$ cat src/rtl/alu_pkg.sv
// Shared opcode and FSM encodings for the mul/div ALU.
// Opcode bit 4 selects the mul/div group; 11xxx decodes as base-group undefined.
package alu_pkg;

  typedef enum logic [4:0] {
    OP_AND    = 5'b00000,
    OP_OR     = 5'b00001,
    OP_ADD    = 5'b00010,
    OP_SLL    = 5'b00100,
    OP_SRL    = 5'b00101,
    OP_SRA    = 5'b00111,
    OP_EQ     = 5'b01000,
    OP_SLT    = 5'b01100,
    OP_MUL    = 5'b10000,
    OP_MULH   = 5'b10001,
    OP_MULHSU = 5'b10010,
    OP_MULHU  = 5'b10011,
    OP_DIV    = 5'b10100,
    OP_DIVU   = 5'b10101,
    OP_REM    = 5'b10110,
    OP_REMU   = 5'b10111
  } op_e;

  typedef enum logic [1:0] {
    ST_IDLE,
    ST_BUSY,
    ST_DONE
  } state_e;

  // True for the opcodes served by the iterative datapath.
  function automatic logic is_iter(input logic [4:0] op);
    return op[4] & ~op[3];
  endfunction

endpackage

$ cat src/rtl/muldiv_iter.sv
// Iterative shift-add multiplier / restoring divider on operand magnitudes.
// One step per cycle for DATA_WIDTH cycles; signs are applied on the output.
module muldiv_iter
  import alu_pkg::*;
#(
  parameter int DATA_WIDTH = 32
) (
  input  logic                  clk,
  input  logic                  reset,
  input  logic                  start,
  input  logic [2:0]            op,
  input  logic [DATA_WIDTH-1:0] a,
  input  logic [DATA_WIDTH-1:0] b,
  output logic                  done,
  output logic [DATA_WIDTH-1:0] result
);

  localparam int W  = DATA_WIDTH;
  localparam int CW = $clog2(W) + 1;
  localparam logic [CW-1:0] CNT_END = CW'(W);

  logic [W-1:0]  hi_q, hi_d;
  logic [W-1:0]  lo_q, lo_d;
  logic [W-1:0]  b_q, b_d;
  logic [W-1:0]  a_q, a_d;
  logic [2:0]    op_q, op_d;
  logic          neg_q, neg_d;
  logic          nrem_q, nrem_d;
  logic          dz_q, dz_d;
  logic          act_q, act_d;
  logic [CW-1:0] cnt_q, cnt_d;

  logic          sa, sb;
  logic [W-1:0]  ma, mb;
  logic [W:0]    sum;
  logic [W:0]    r, t;
  logic [2*W-1:0] prod, prod_s;
  logic [W-1:0]  quot_s, rem_s;

  // Operand sign handling at start: which operands are signed per opcode.
  always_comb begin
    sa = a[W-1] & (op[2] ? ~op[0] : (op == 3'd1 || op == 3'd2));
    sb = b[W-1] & (op[2] ? ~op[0] : (op == 3'd1));
    ma = sa ? -a : a;
    mb = sb ? -b : b;
  end

  // One multiply step and one divide step from the current state.
  always_comb begin
    sum = {1'b0, hi_q} + (lo_q[0] ? {1'b0, b_q} : '0);
    r   = {hi_q, lo_q[W-1]};
    t   = r - {1'b0, b_q};
  end

  // Load on start, then iterate until the step count is reached.
  always_comb begin
    hi_d   = hi_q;
    lo_d   = lo_q;
    b_d    = b_q;
    a_d    = a_q;
    op_d   = op_q;
    neg_d  = neg_q;
    nrem_d = nrem_q;
    dz_d   = dz_q;
    act_d  = act_q;
    cnt_d  = cnt_q;
    if (start) begin
      hi_d   = '0;
      lo_d   = ma;
      b_d    = mb;
      a_d    = a;
      op_d   = op;
      neg_d  = sa ^ sb;
      nrem_d = sa;
      dz_d   = (b == '0);
      act_d  = 1'b1;
      cnt_d  = '0;
    end else if (act_q && cnt_q != CNT_END) begin
      if (op_q[2]) begin
        hi_d = t[W] ? r[W-1:0] : t[W-1:0];
        lo_d = {lo_q[W-2:0], ~t[W]};
      end else begin
        hi_d = sum[W:1];
        lo_d = {sum[0], lo_q[W-1:1]};
      end
      cnt_d = cnt_q + 1'b1;
    end else if (done) begin
      act_d = 1'b0;
    end
  end

  // Datapath registers.
  always_ff @(posedge clk) begin
    if (reset) begin
      hi_q   <= '0;
      lo_q   <= '0;
      b_q    <= '0;
      a_q    <= '0;
      op_q   <= '0;
      neg_q  <= 1'b0;
      nrem_q <= 1'b0;
      dz_q   <= 1'b0;
      act_q  <= 1'b0;
      cnt_q  <= '0;
    end else begin
      hi_q   <= hi_d;
      lo_q   <= lo_d;
      b_q    <= b_d;
      a_q    <= a_d;
      op_q   <= op_d;
      neg_q  <= neg_d;
      nrem_q <= nrem_d;
      dz_q   <= dz_d;
      act_q  <= act_d;
      cnt_q  <= cnt_d;
    end
  end

  assign done = act_q && (cnt_q == CNT_END);

  // Sign correction and result selection; divide-by-zero overrides.
  always_comb begin
    prod   = {hi_q, lo_q};
    prod_s = neg_q ? -prod : prod;
    quot_s = neg_q ? -lo_q : lo_q;
    rem_s  = nrem_q ? -hi_q : hi_q;
    case (op_q)
      3'd0:                result = prod_s[W-1:0];
      3'd1, 3'd2, 3'd3:    result = prod_s[2*W-1:W];
      3'd4, 3'd5:          result = dz_q ? '1 : quot_s;
      default:             result = dz_q ? a_q : rem_s;
    endcase
  end

endmodule

$ cat src/rtl/muldiv_alu.sv
// ALU with single-cycle base ops and an iterative mul/div unit.
// Owns the valid/ready handshake, the IDLE/BUSY/DONE FSM and the result register.
module muldiv_alu
  import alu_pkg::*;
#(
  parameter int DATA_WIDTH    = 32,
  parameter int OPCODE_LENGTH = 5
) (
  input  logic                     clk,
  input  logic                     reset,
  input  logic                     in_valid,
  output logic                     in_ready,
  input  logic [DATA_WIDTH-1:0]    SrcA,
  input  logic [DATA_WIDTH-1:0]    SrcB,
  input  logic [OPCODE_LENGTH-1:0] Operation,
  input  logic                     flush,
  output logic                     out_valid,
  output logic [DATA_WIDTH-1:0]    ALUResult,
  output logic                     busy
);

  localparam int SHW = $clog2(DATA_WIDTH);

  state_e                state_q, state_d;
  logic [DATA_WIDTH-1:0] res_q, res_d;
  logic                  ov_q, ov_d;

  logic [4:0]            op;
  logic [SHW-1:0]        shamt;
  logic [DATA_WIDTH-1:0] base_res;
  logic                  accept;
  logic                  start;
  logic                  iter_done;
  logic [DATA_WIDTH-1:0] iter_res;

  assign op        = Operation[4:0];
  assign shamt     = SrcB[SHW-1:0];
  assign in_ready  = (state_q != ST_BUSY);
  assign busy      = (state_q == ST_BUSY);
  assign accept    = in_valid && in_ready && !flush;
  assign out_valid = ov_q;
  assign ALUResult = res_q;

  muldiv_iter #(
    .DATA_WIDTH(DATA_WIDTH)
  ) u_iter (
    .clk    (clk),
    .reset  (reset),
    .start  (start),
    .op     (op[2:0]),
    .a      (SrcA),
    .b      (SrcB),
    .done   (iter_done),
    .result (iter_res)
  );

  // Single-cycle base-group result; undefined codes give zero.
  always_comb begin
    base_res = '0;
    case (op)
      OP_AND: base_res = SrcA & SrcB;
      OP_OR:  base_res = SrcA | SrcB;
      OP_ADD: base_res = SrcA + SrcB;
      OP_SLL: base_res = SrcA << shamt;
      OP_SRL: base_res = SrcA >> shamt;
      OP_SRA: base_res = $signed(SrcA) >>> shamt;
      OP_EQ:  base_res = {{(DATA_WIDTH-1){1'b0}}, SrcA == SrcB};
      OP_SLT: base_res = {{(DATA_WIDTH-1){1'b0}},
                          $signed(SrcA) < $signed(SrcB)};
      default: base_res = '0;
    endcase
  end

  // Next-state, result capture and out_valid pulse.
  always_comb begin
    state_d = state_q;
    res_d   = res_q;
    ov_d    = 1'b0;
    start   = 1'b0;
    unique case (state_q)
      ST_IDLE, ST_DONE: begin
        state_d = ST_IDLE;
        if (accept) begin
          if (is_iter(op)) begin
            start   = 1'b1;
            state_d = ST_BUSY;
          end else begin
            res_d = base_res;
            ov_d  = 1'b1;
          end
        end
      end
      ST_BUSY: begin
        if (flush) begin
          state_d = ST_IDLE;
        end else if (iter_done) begin
          res_d   = iter_res;
          ov_d    = 1'b1;
          state_d = ST_DONE;
        end
      end
      default: state_d = ST_IDLE;
    endcase
  end

  // State and output registers.
  always_ff @(posedge clk) begin
    if (reset) begin
      state_q <= ST_IDLE;
      res_q   <= '0;
      ov_q    <= 1'b0;
    end else begin
      state_q <= state_d;
      res_q   <= res_d;
      ov_q    <= ov_d;
    end
  end

endmodule

$ cat config.mk
export PLATFORM = sky130hd
export DESIGN_NAME = muldiv_alu
export DESIGN_NICKNAME = d
export VERILOG_FILES = /design/src/rtl/alu_pkg.sv /design/src/rtl/muldiv_iter.sv /design/src/rtl/muldiv_alu.sv
export SDC_FILE = /design/constraint.sdc
export NUM_CORES = 1
export LEC_CHECK = 0
export ABC_AREA = 0
export BUFFER_PORTS_ARGS = -buffer_cell sky130_fd_sc_hd__buf_4
export CAP_MARGIN = 20
export CELL_PAD_IN_SITES_DETAIL_PLACEMENT = 1
export CELL_PAD_IN_SITES_GLOBAL_PLACEMENT = 2
export CORE_MARGIN = 1
export CORE_UTILIZATION = 37
export DETAILED_ROUTE_END_ITERATION = 7
export PLACE_DENSITY_LB_ADDON = 0.1
export SLEW_MARGIN = 15
export SYNTH_ARGS = -nofsm -noshare
export SYNTH_HDL_FRONTEND = slang
export SYNTH_HIERARCHICAL = 1
export SYNTH_SLANG_ARGS = --single-unit
$ cat constraint.sdc
create_clock -name clk -period 6.96 [get_ports clk]
set_clock_uncertainty 0.2 [all_clocks]
set_input_delay 0.696 -clock clk [delete_from_list [all_inputs] [get_ports clk]]
set_output_delay 0.696 -clock clk [all_outputs]
set_load 0.01 [all_outputs]
==> results of run 1 <==
power groups by stage:
| stage | Clock [uW] | Combinational [uW] | Sequential (uW) |
|---|---|---|---|
| after detailed placement | 0 | 1490 | 1110 |
| after CTS | 1050 | 1500 | 1090 |
| after global placement | 0 | 1470 | 1110 |
| after global routing | 1080 | 1640 | 1090 |
| final | 1020 | 1540 | 1090 |
| after floorplan | 0 | 969 | 1090 |
routing by layer:
layer,up-vias,part of all wire
met4,0,0.063
met5,-,0
met3,295,0.058
met2,998,0.46
met1,12400,0.42
li1,11200,-
worst reg2reg max path: cells and delay by family (launching register included):
| kind | cells | cell delay (ns) |
|---|---|---|
| flops | 1 | 0.39 |
| compound gates | 2 | 0.98 |
| xor+xnor | 1 | 0.08 |
| simple gates | 9 | 3.82 |
cells in the mapped netlist (all sizes together), types with 8 or more instances:
cell type  instances
mux2              27
nand2            243
nor2             391
inv              148
a311oi            19
ha               167
and2              16
clkbuf           185
mux2i            152
o221ai            41
o21a              15
and3              17
nand4             26
o31ai             32
or2                8
o21ai            238
nand2b            20
nand3             54
a31o              13
o41ai             16
a21o              48
o211ai            31
a21oi            287
buf               67
mux4              36
or4               22
xnor2            126
a221oi            22
a31oi             17
nor4              22
nor3              56
o22ai             12
dfxtp            176
o2111ai           10
o21bai            23
nor2b             11
or3               21
a211oi           123
xor2             105
worst paths after layout:
path	start	to	slack, ns
min reg2reg	u_iter/b_q[31]$_SDFFE_PP0P_	u_iter/b_q[31]$_SDFFE_PP0P_	0.27
max reg2reg	u_iter/lo_q[10]$_SDFFE_PP0P_	ALUResult[0]$_SDFFE_PP0P_	1.45
min	flush	state_q[1]$_SDFFE_PP0P_	0.21
max	u_iter/lo_q[10]$_SDFFE_PP0P_	ALUResult[0]$_SDFFE_PP0P_	1.45
registers in the layout, summed over array words and instances (netlist names):
signal	count
out_valid	1
u_iter/op_q	3
u_iter/dz_q	1
u_iter/cnt_q	6
u_iter/lo_q	32
u_iter/nrem_q	1
state_q	2
u_iter/hi_q	32
ALUResult	32
u_iter/b_q	32
u_iter/neg_q	1
u_iter/act_q	1
u_iter/a_q	32
kinds of logic (layout without fill, tap and decap cells):
group | count (synthesis) | after routing | synth area share
compound gates | 998 | 998 | 0.283
simple gates | 933 | 933 | 0.187
buf+inv | 402 | 339 | 0.0726
xor+xnor | 231 | 231 | 0.0894
mux | 215 | 215 | 0.118
flops | 176 | 176 | 0.156
fa+ha+maj | 170 | 170 | 0.0950
final cells by class:
cell class / count / share of cell area
flip-flops and latches: 176 / 0.145
clock buffers: 17 / 0.0174
well taps: 782 / 0.0401
multi-input cells: 2547 / 0.719
inverters: 150 / 0.0231
clock inverters: 15 / 0.00610
repair buffers: 157 / 0.0497
through the flow:
step | util | setup slack [ns] | instance area (sq um) | total power [uW]
after floorplan | - | 1.99 | 22600 | 2060
after global placement | 0.394 | 1.61 | 23800 | 2580
after detailed placement | 0.394 | 1.54 | 23800 | 2600
after CTS | 0.404 | 1.53 | 24400 | 3640
after global routing | 0.404 | 1.09 | 24400 | 3810
final | 0.404 | 1.45 | 24400 | 3660
==> metrics, run 1 <==
data required time at the worst endpoint=7.23 ns; CP Depth=12; Comb pwr share=0.422; via density per instance=6.47; initial antenna violation count=3; largest area contributor in the netlist=dfxtp_1; CP peak stage delay=0.66 ns; most frequent cells in the layout=nor2_1 (388), a21oi_1 (285), nand2_1 (242); worst slew pin tran=1.06 ns; share of layout cells above drive strength 1=0.0963; TritonRoute pass-1 iters=5; vias in the first global route=25100; Synth Warn #=6; Hold Fails Final Rpt=0; Synth Flop Type=dfxtp_1; gp weighted congestion=0.970; CTS tree=yes; FMAX=0.182 GHz; RSZ-0062 raised after global routing=false; Cell Int Power=2060 uW; pin count of the biggest net entering global routing=132; most common cell after layout, fill and taps aside=nor2_1; gr ovfl total=0; I/O pin total=108; minimum clock period=5.51 ns; EDFF count, synth=0; Avg Inst Size Synth=7.24 sq um; post-synthesis register bit count=176; area grow syn2layout=7.80%; cell count after synthesis=3125; NetSw=1600 uW; footprint of the multi-input gates=17500 sq um; Worst Setup End Kind=flop; Final Max Tran Viols=0; Iter 0 DRT Violations=2120; Die Ht=249 um; sequential cell area fraction in the yosys report=0.156; PD cells=150 nW/um^2; port bufs=107; Filler cells=7497; Synth Cell Area=22600 sq um; Lkg Pwr=0.00961 uW; final worst-path cycle share=0.791; Layout Nets=3292; worst reg-to-reg path cell count=12; run status=finished, final reports clean; Layout Cells excl Fill=3844; n_diodes=0; worst path arrival time=5.78 ns; FF/Latch Area=3530 sq um; Initial Utilization=0.375; M1 GR Usage=0.456; slew margin rel.=0.296; Clk pwr share=0.280; DRT antenna net count=0; crit path kind=reg -> reg; Post-Route WL=114 mm; Hold WS=0.213 ns; Clk Latency, worst-skew pair=0.52 ns; critical-path cell list=or4_4 > or4_1 > or4_1 > or4_1 > or3_1 > nand2_1 > xnor2_1 > a222oi_1 > nand2_1 > a311o_1 > or4_1 > nand2_1; DR WL/cell=29.6 um; met2 Usage GRT=0.586; Max-cap violations=0; crit-path max FO=13; met3 GRT Util=0.0415; Buf+Inv Stages, Crit Path=0; ys async rst share=0; Clock Tree Buf Depth=2; ranking of synthesized cells by area=dfxtp_1 (16%), ha_1 (9.2%), mux2i_1 (6.7%); Synth top area share=0.156; Final HPWL DP=85.3 mm; Worst VDD drop=223 uV; Clock transition at path regs=0.10 ns; number of cells after detailed placement=3810; Die Wd=249 um; hold depth=2; layer carrying the most global-route usage=met2; DRC Markers=0; global-route wire length before repair=167 mm; Setup TNS=0 ns; syn_nets=3368; Slowest cell on crit path=or3_1; sequential share of power=0.298; Rows=90; placeable core region=60400 sq um; hold buffers post-CTS=0; synth unique cells=92; post-CTS setup buffers=0; post-cts resize count=0; setup violators final=0; htree depth=4; Vias=24900; worst hold path class=in -> reg; crit path launch type=flop; CP most frequent cell=or4_1; CTS Sinks=176; CP delay by family, top=simple AND/OR/NAND/NOR gates; Sw Share=0.437; All-Layer GR Usage=0.360; CTS Root Cell=clkbuf_16; total die area=62100 sq um; cts bufs inserted=17
Power figures use the tool's default switching activity.
==> inputs of run 2 (changes only) <==
- CORE_UTILIZATION: 37 -> 34
- clock period: 6.96 -> 4.46 ns (I/O delays scaled with it)
==> metrics, run 2 (synthesis results as in run 1) <==
final worst-path cycle share=1.12 (+0.326); share of layout cells above drive strength 1=0.162 (+0.0659); setup violators final=18 (+18); PD cells=233 nW/um^2 (+55%); Rows=94 (+4.4%); setup ws final=-0.523 ns (-1.98 ns); Clock Tree Buf Depth=2 (unchanged); Post-Route WL=123 mm (+7.7%); post-route design area=26300 sq um (+7.6%); minimum clock period=4.98 ns (-0.523 ns); total die area=67600 sq um (+8.8%); All-Layer GR Usage=0.358 (-0.00223); run status=complete, but fails checks; DRC Markers=0 (unchanged); Vias=25200 (+1.5%); Initial Utilization=0.344 (-0.0307); area grow syn2layout=16.0%; DR WL/cell=30.1 um (+1.6%); gr ovfl total=0 (unchanged); most frequent cells in the layout=nor2_1 (389), buf_4 (289), a21oi_1 (279); worst slew pin tran=1.13 ns (+0.0720 ns); htree depth=4 (unchanged); crit-path max FO=2 (-11); pin count of the biggest net entering global routing=104 (-21%); FMAX=0.201 GHz (+10%); port bufs=107 (unchanged); I/O pin total=108 (unchanged); CTS tree=yes; DRT antenna net count=0 (unchanged); failing checks=negative setup slack; Clk Latency, worst-skew pair=0.52 ns (about the same); CTS Root Cell=clkbuf_16; slew margin rel.=0.246 (-0.0498); crit path kind=reg -> reg; Clock transition at path regs=0.09 ns (about the same); worst hold path class=in -> reg; Setup TNS=-3.44 ns (-3.44 ns); vias in the first global route=25300 (+0.69%); via density per instance=6.19 (-4.3%); Worst VDD drop=215 uV (-3.4%); Iter 0 DRT Violations=2242 (+5.8%); worst path arrival time=5.18 ns (-0.60 ns); Layout Nets=3442 (+4.6%); placeable core region=65700 sq um (+8.9%); cts bufs inserted=17 (unchanged); Max-cap violations=0 (unchanged); Die Ht=260 um (+4.3%); crit path launch type=flop; Die Wd=260 um (+4.3%); TritonRoute pass-1 iters=8 (+3); Filler cells=8150 (+8.7%); most common cell after layout, fill and taps aside=nor2_1; gp weighted congestion=1.00 (+3.1%); CTS Sinks=176 (unchanged); Hold Fails Final Rpt=0 (unchanged); global-route wire length before repair=177 mm (+5.5%); Final Max Tran Viols=0 (unchanged); R2R Setup Slk=-0.52 ns (-1.98 ns); Worst Setup End Kind=flop; Final HPWL DP=94.5 mm (+11%); Lkg Pwr=0.0105 uW (+9.2%); data required time at the worst endpoint=4.66 ns (-2.57 ns); DP Area=25100 sq um (+5.3%); RSZ-0062 raised after global routing=true; initial antenna violation count=7 (+4)
## run 2: area by class of cell
class | instances | area, sq um | share of cell area
timing repair buffer | 307 | 2470 | 0.0939
tap | 864 | 1080 | 0.0412
clock buffer | 18 | 439 | 0.0167
sequential | 176 | 3530 | 0.135
multi-input combinational | 2547 | 18000 | 0.685
inverter | 150 | 563 | 0.0214
clock inverter | 14 | 176 | 0.00672
antenna | 1 | 2.50 | 0.0000953
## run 2: metrics by stage
step                      hold slack [ns]  instances  power (uW)  utilization  setup slack (ns)
after global placement              0.263       4036        4270        0.381            -0.647
after CTS                          0.0480       4075        6040        0.394            -0.611
after floorplan                     0.232       3125        3210            -            -0.499
final                              0.0586       4077        6110        0.399            -0.523
after detailed placement            0.270       4036        4300        0.381            -0.765
after global routing               0.0676       4076        6370        0.399            -0.720
## run 2: critical path, stage by stage (launching register included)
cell and delay [ns]:
dfxtp_2 0.33, or4_4 0.53, or4_4 0.50, or4_4 0.44, or4_4 0.43, or3_4 0.36
or3_4 0.38, or2_4 0.24, o21ai_2 0.12, xor2_1 0.19, o221ai_2 0.18, a221oi_2 0.33
nand4_1 0.11, a21oi_1 0.15, o21ai_1 0.11, a211oi_2 0.17, a21oi_1 0.08
## run 2: what timing repair did
item,in CTS,in global routing
pin swaps,31,48
setup buffers,6,3
hold buffers,1,0
resized for setup,53,87
hold endpoints to repair,1,0
endpoints found under the setup margin,25,29
## run 2: per-layer routing
layer  track usage  part of all wire
met1         0.461              0.43
met2         0.568              0.45
met3        0.0638             0.063
met4         0.186             0.053
met5             0           0.00022
## run 2: where the power goes
| group | total [uW] | internal (uW) | switching [uW] | leakage (uW) |
|---|---|---|---|---|
| Sequential | 1690 | 1620 | 67.9 | 0.00143 |
| Clock | 1680 | 780 | 899 | 0.000296 |
| Combinational | 2740 | 1040 | 1700 | 0.00877 |
## run 2: path summary, 6_finish.rpt
kind | from | endpoint | cells past startpoint
setup / recovery | u_iter/lo_q[13]$_SDFFE_PP0P_ | ALUResult[29]$_SDFFE_PP0P_ | 16
hold / removal | SrcB[13] | u_iter/b_q[13]$_SDFFE_PP0P_ | 3
setup reg to reg | u_iter/lo_q[13]$_SDFFE_PP0P_ | ALUResult[29]$_SDFFE_PP0P_ | 16
hold reg to reg | u_iter/b_q[31]$_SDFFE_PP0P_ | u_iter/b_q[31]$_SDFFE_PP0P_ | 2
==> inputs of run 3 (changes only) <==
- clock period: 4.46 -> 4.21 ns (I/O delays scaled with it)
==> metrics, run 3 (synthesis results as in run 1) <==
worst slew pin tran=1.16 ns (+0.0335 ns); failing checks=negative setup slack; DRT antenna net count=0 (unchanged); slew margin rel.=0.225 (-0.0205); Die Wd=260 um (unchanged); Metal-1 WL=53.3 mm (+0.70%); Hold Fails Final Rpt=0 (unchanged); final worst-path cycle share=1.20 (+0.0778); run status=complete, but fails checks; Power Total=6490 uW (+6.1%); Filler cells=8100 (-0.61%); Initial Utilization=0.344 (unchanged); share of layout cells above drive strength 1=0.176 (+0.0138); Worst Setup End Kind=flop; HP Start=SrcB[26]; PD cells=244 nW/um^2 (+4.8%); placeable core region=65700 sq um (unchanged); data required time at the worst endpoint=4.41 ns (-0.25 ns); vias in the first global route=25900 (+2.6%); Clock transition at path regs=0.09 ns (about the same); most common cell after layout, fill and taps aside=nor2_1; critical-path cell list=or4_4 > or4_4 > or4_4 > or4_4 > or3_4 > or3_4 > or2_4 > o21ai_2 > xor2_1 > o221ai_2 > a221oi_2 > nand4_1 > a21oi_1 > o21ai_1 > a211oi_2 > a21oi_1; worst reg-to-reg path cell count=16 (unchanged); CTS tree=yes; final core utilization=0.404 (+0.00491); top sig layer=met5; DRC Markers=0 (unchanged); critical register-to-register path startpoint=u_iter/lo_q[10]$_SDFFE_PP0P_; Final Max Tran Viols=0 (unchanged); Max-cap violations=0 (unchanged); Iter 0 DRT Violations=2164 (-3.5%); port bufs=107 (unchanged); pin count of the biggest net entering global routing=94 (-9.6%); total die area=67600 sq um (unchanged); crit path launch type=flop; CTS Sinks=176 (unchanged); worst path arrival time=5.23 ns (+0.05 ns); crit path kind=reg -> reg; CTS Root Cell=clkbuf_16; area grow syn2layout=17.5%; CP peak stage delay=0.55 ns (+0.02 ns); Clk Latency, worst-skew pair=0.52 ns (about the same); most frequent cells in the layout=nor2_1 (389), buf_4 (330), a21oi_1 (279); setup violators final=29 (+11); Rows=94 (unchanged); Die Ht=260 um (unchanged); gr ovfl total=0 (unchanged); CP most frequent cell=or4_4; gp weighted congestion=0.974 (-2.6%); met3 routed WL=7.21 mm (-6.9%); r2r endpoint=ALUResult[29]$_SDFFE_PP0P_; global-route wire length before repair=180 mm (+1.6%); worst hold path class=in -> reg; Layout Nets=3485 (+1.2%); crit-path max FO=4 (+2); Worst VDD drop=327 uV (+52%); htree depth=4 (unchanged); Hold EP=u_iter/b_q[26]$_SDFFE_PP0P_; RSZ-0062 raised after global routing=true; minimum clock period=5.03 ns (+0.0483 ns); Clock Tree Buf Depth=2 (unchanged); DR WL/cell=30.2 um (+0.32%); post-placement setup slack=-1.05 ns (-0.285 ns); setup ws final=-0.821 ns (-0.298 ns); FMAX=0.199 GHz (-0.96%); Slowest cell on crit path=or4_4; Vias=25600 (+1.4%); met2 routed WL=57.1 mm (+3.0%); hold depth=3 (unchanged); TritonRoute pass-1 iters=7 (-1); All-Layer GR Usage=0.363 (+0.00526); via density per instance=6.21 (+0.31%); initial antenna violation count=4 (-3); Lkg Pwr=0.0107 uW (+2.1%); R2R Setup Slk=-0.82 ns (-0.30 ns); Final HPWL DP=95.7 mm (+1.3%); Post-Route WL=124 mm (+1.4%); cts bufs inserted=17 (unchanged); I/O pin total=108 (unchanged)
-- run 3: cell type report --
| cell class | count | area (sq um) | area share |
|---|---|---|---|
| timing repair buffer | 350 | 2780 | 0.105 |
| sequential | 176 | 3530 | 0.133 |
| clock buffer | 19 | 453 | 0.0170 |
| antenna | 1 | 2.50 | 0.0000941 |
| multi-input combinational | 2547 | 18000 | 0.678 |
| clock inverter | 13 | 146 | 0.00551 |
| tap | 864 | 1080 | 0.0407 |
| inverter | 150 | 563 | 0.0212 |
-- run 3: worst max-delay path: cells and delay by family, from the launching register on --
kind            cells  cell delay (ns)
xor+xnor            1             0.20
compound gates      7             1.15
flops               1             0.33
simple gates        8             3.05
-- run 3: through the flow --
step           setup TNS (ns)  area (sq um)  instances  hold WS [ns]
6_report               -12.90         26600       4120        0.0523
5_1_grt                -16.68         26600       4119        0.0423
4_1_cts                -14.77         26400       4121        0.0244
3_5_place_dp           -12.40         25400       4070         0.261
3_3_place_gp           -10.23         25400       4070         0.258
2_1_floorplan           -3.70         22700       3125         0.232
-- run 3: where the power goes --
| group | switching [uW] | internal [uW] | total (uW) |
|---|---|---|---|
| clock | 885 | 868 | 1750 |
| sequential | 59.5 | 1720 | 1780 |
| combinational | 1850 | 1110 | 2960 |
-- run 3: worst max-delay path by stage --
stage / depth (start not counted) / slack [ns] / end / from
finish: 16 / -0.82 / ALUResult[29]$_SDFFE_PP0P_ / u_iter/lo_q[10]$_SDFFE_PP0P_
global route: 16 / -0.97 / ALUResult[29]$_SDFFE_PP0P_ / u_iter/lo_q[10]$_SDFFE_PP0P_
CTS: 16 / -0.84 / ALUResult[29]$_SDFFE_PP0P_ / u_iter/lo_q[10]$_SDFFE_PP0P_
detailed placement: 16 / -1.05 / ALUResult[29]$_SDFFE_PP0P_ / u_iter/lo_q[10]$_SDFFE_PP0P_
global placement: 16 / -0.93 / ALUResult[29]$_SDFFE_PP0P_ / u_iter/lo_q[10]$_SDFFE_PP0P_
floorplan: 18 / -0.75 / ALUResult[29]$_SDFFE_PP0P_ / u_iter/lo_q[10]$_SDFFE_PP0P_
-- run 3: per-layer routing --
metal | GRT usage | vias up
met1 | 0.464 | 12800
met5 | 0 | -
met3 | 0.0515 | 243
met2 | 0.593 | 949
met4 | 0.185 | 2
li1 | - | 11600
-- run 3: what timing repair did --
item / CTS / global route
gates resized for setup: 94 / 46
buffers inserted: 19 / 5
hold buffers: 1 / 0
gates cloned: 0 / 0
hold endpoints to repair: 1 / 0
endpoints found under the setup margin: 31 / 36
pin swaps: 59 / 47
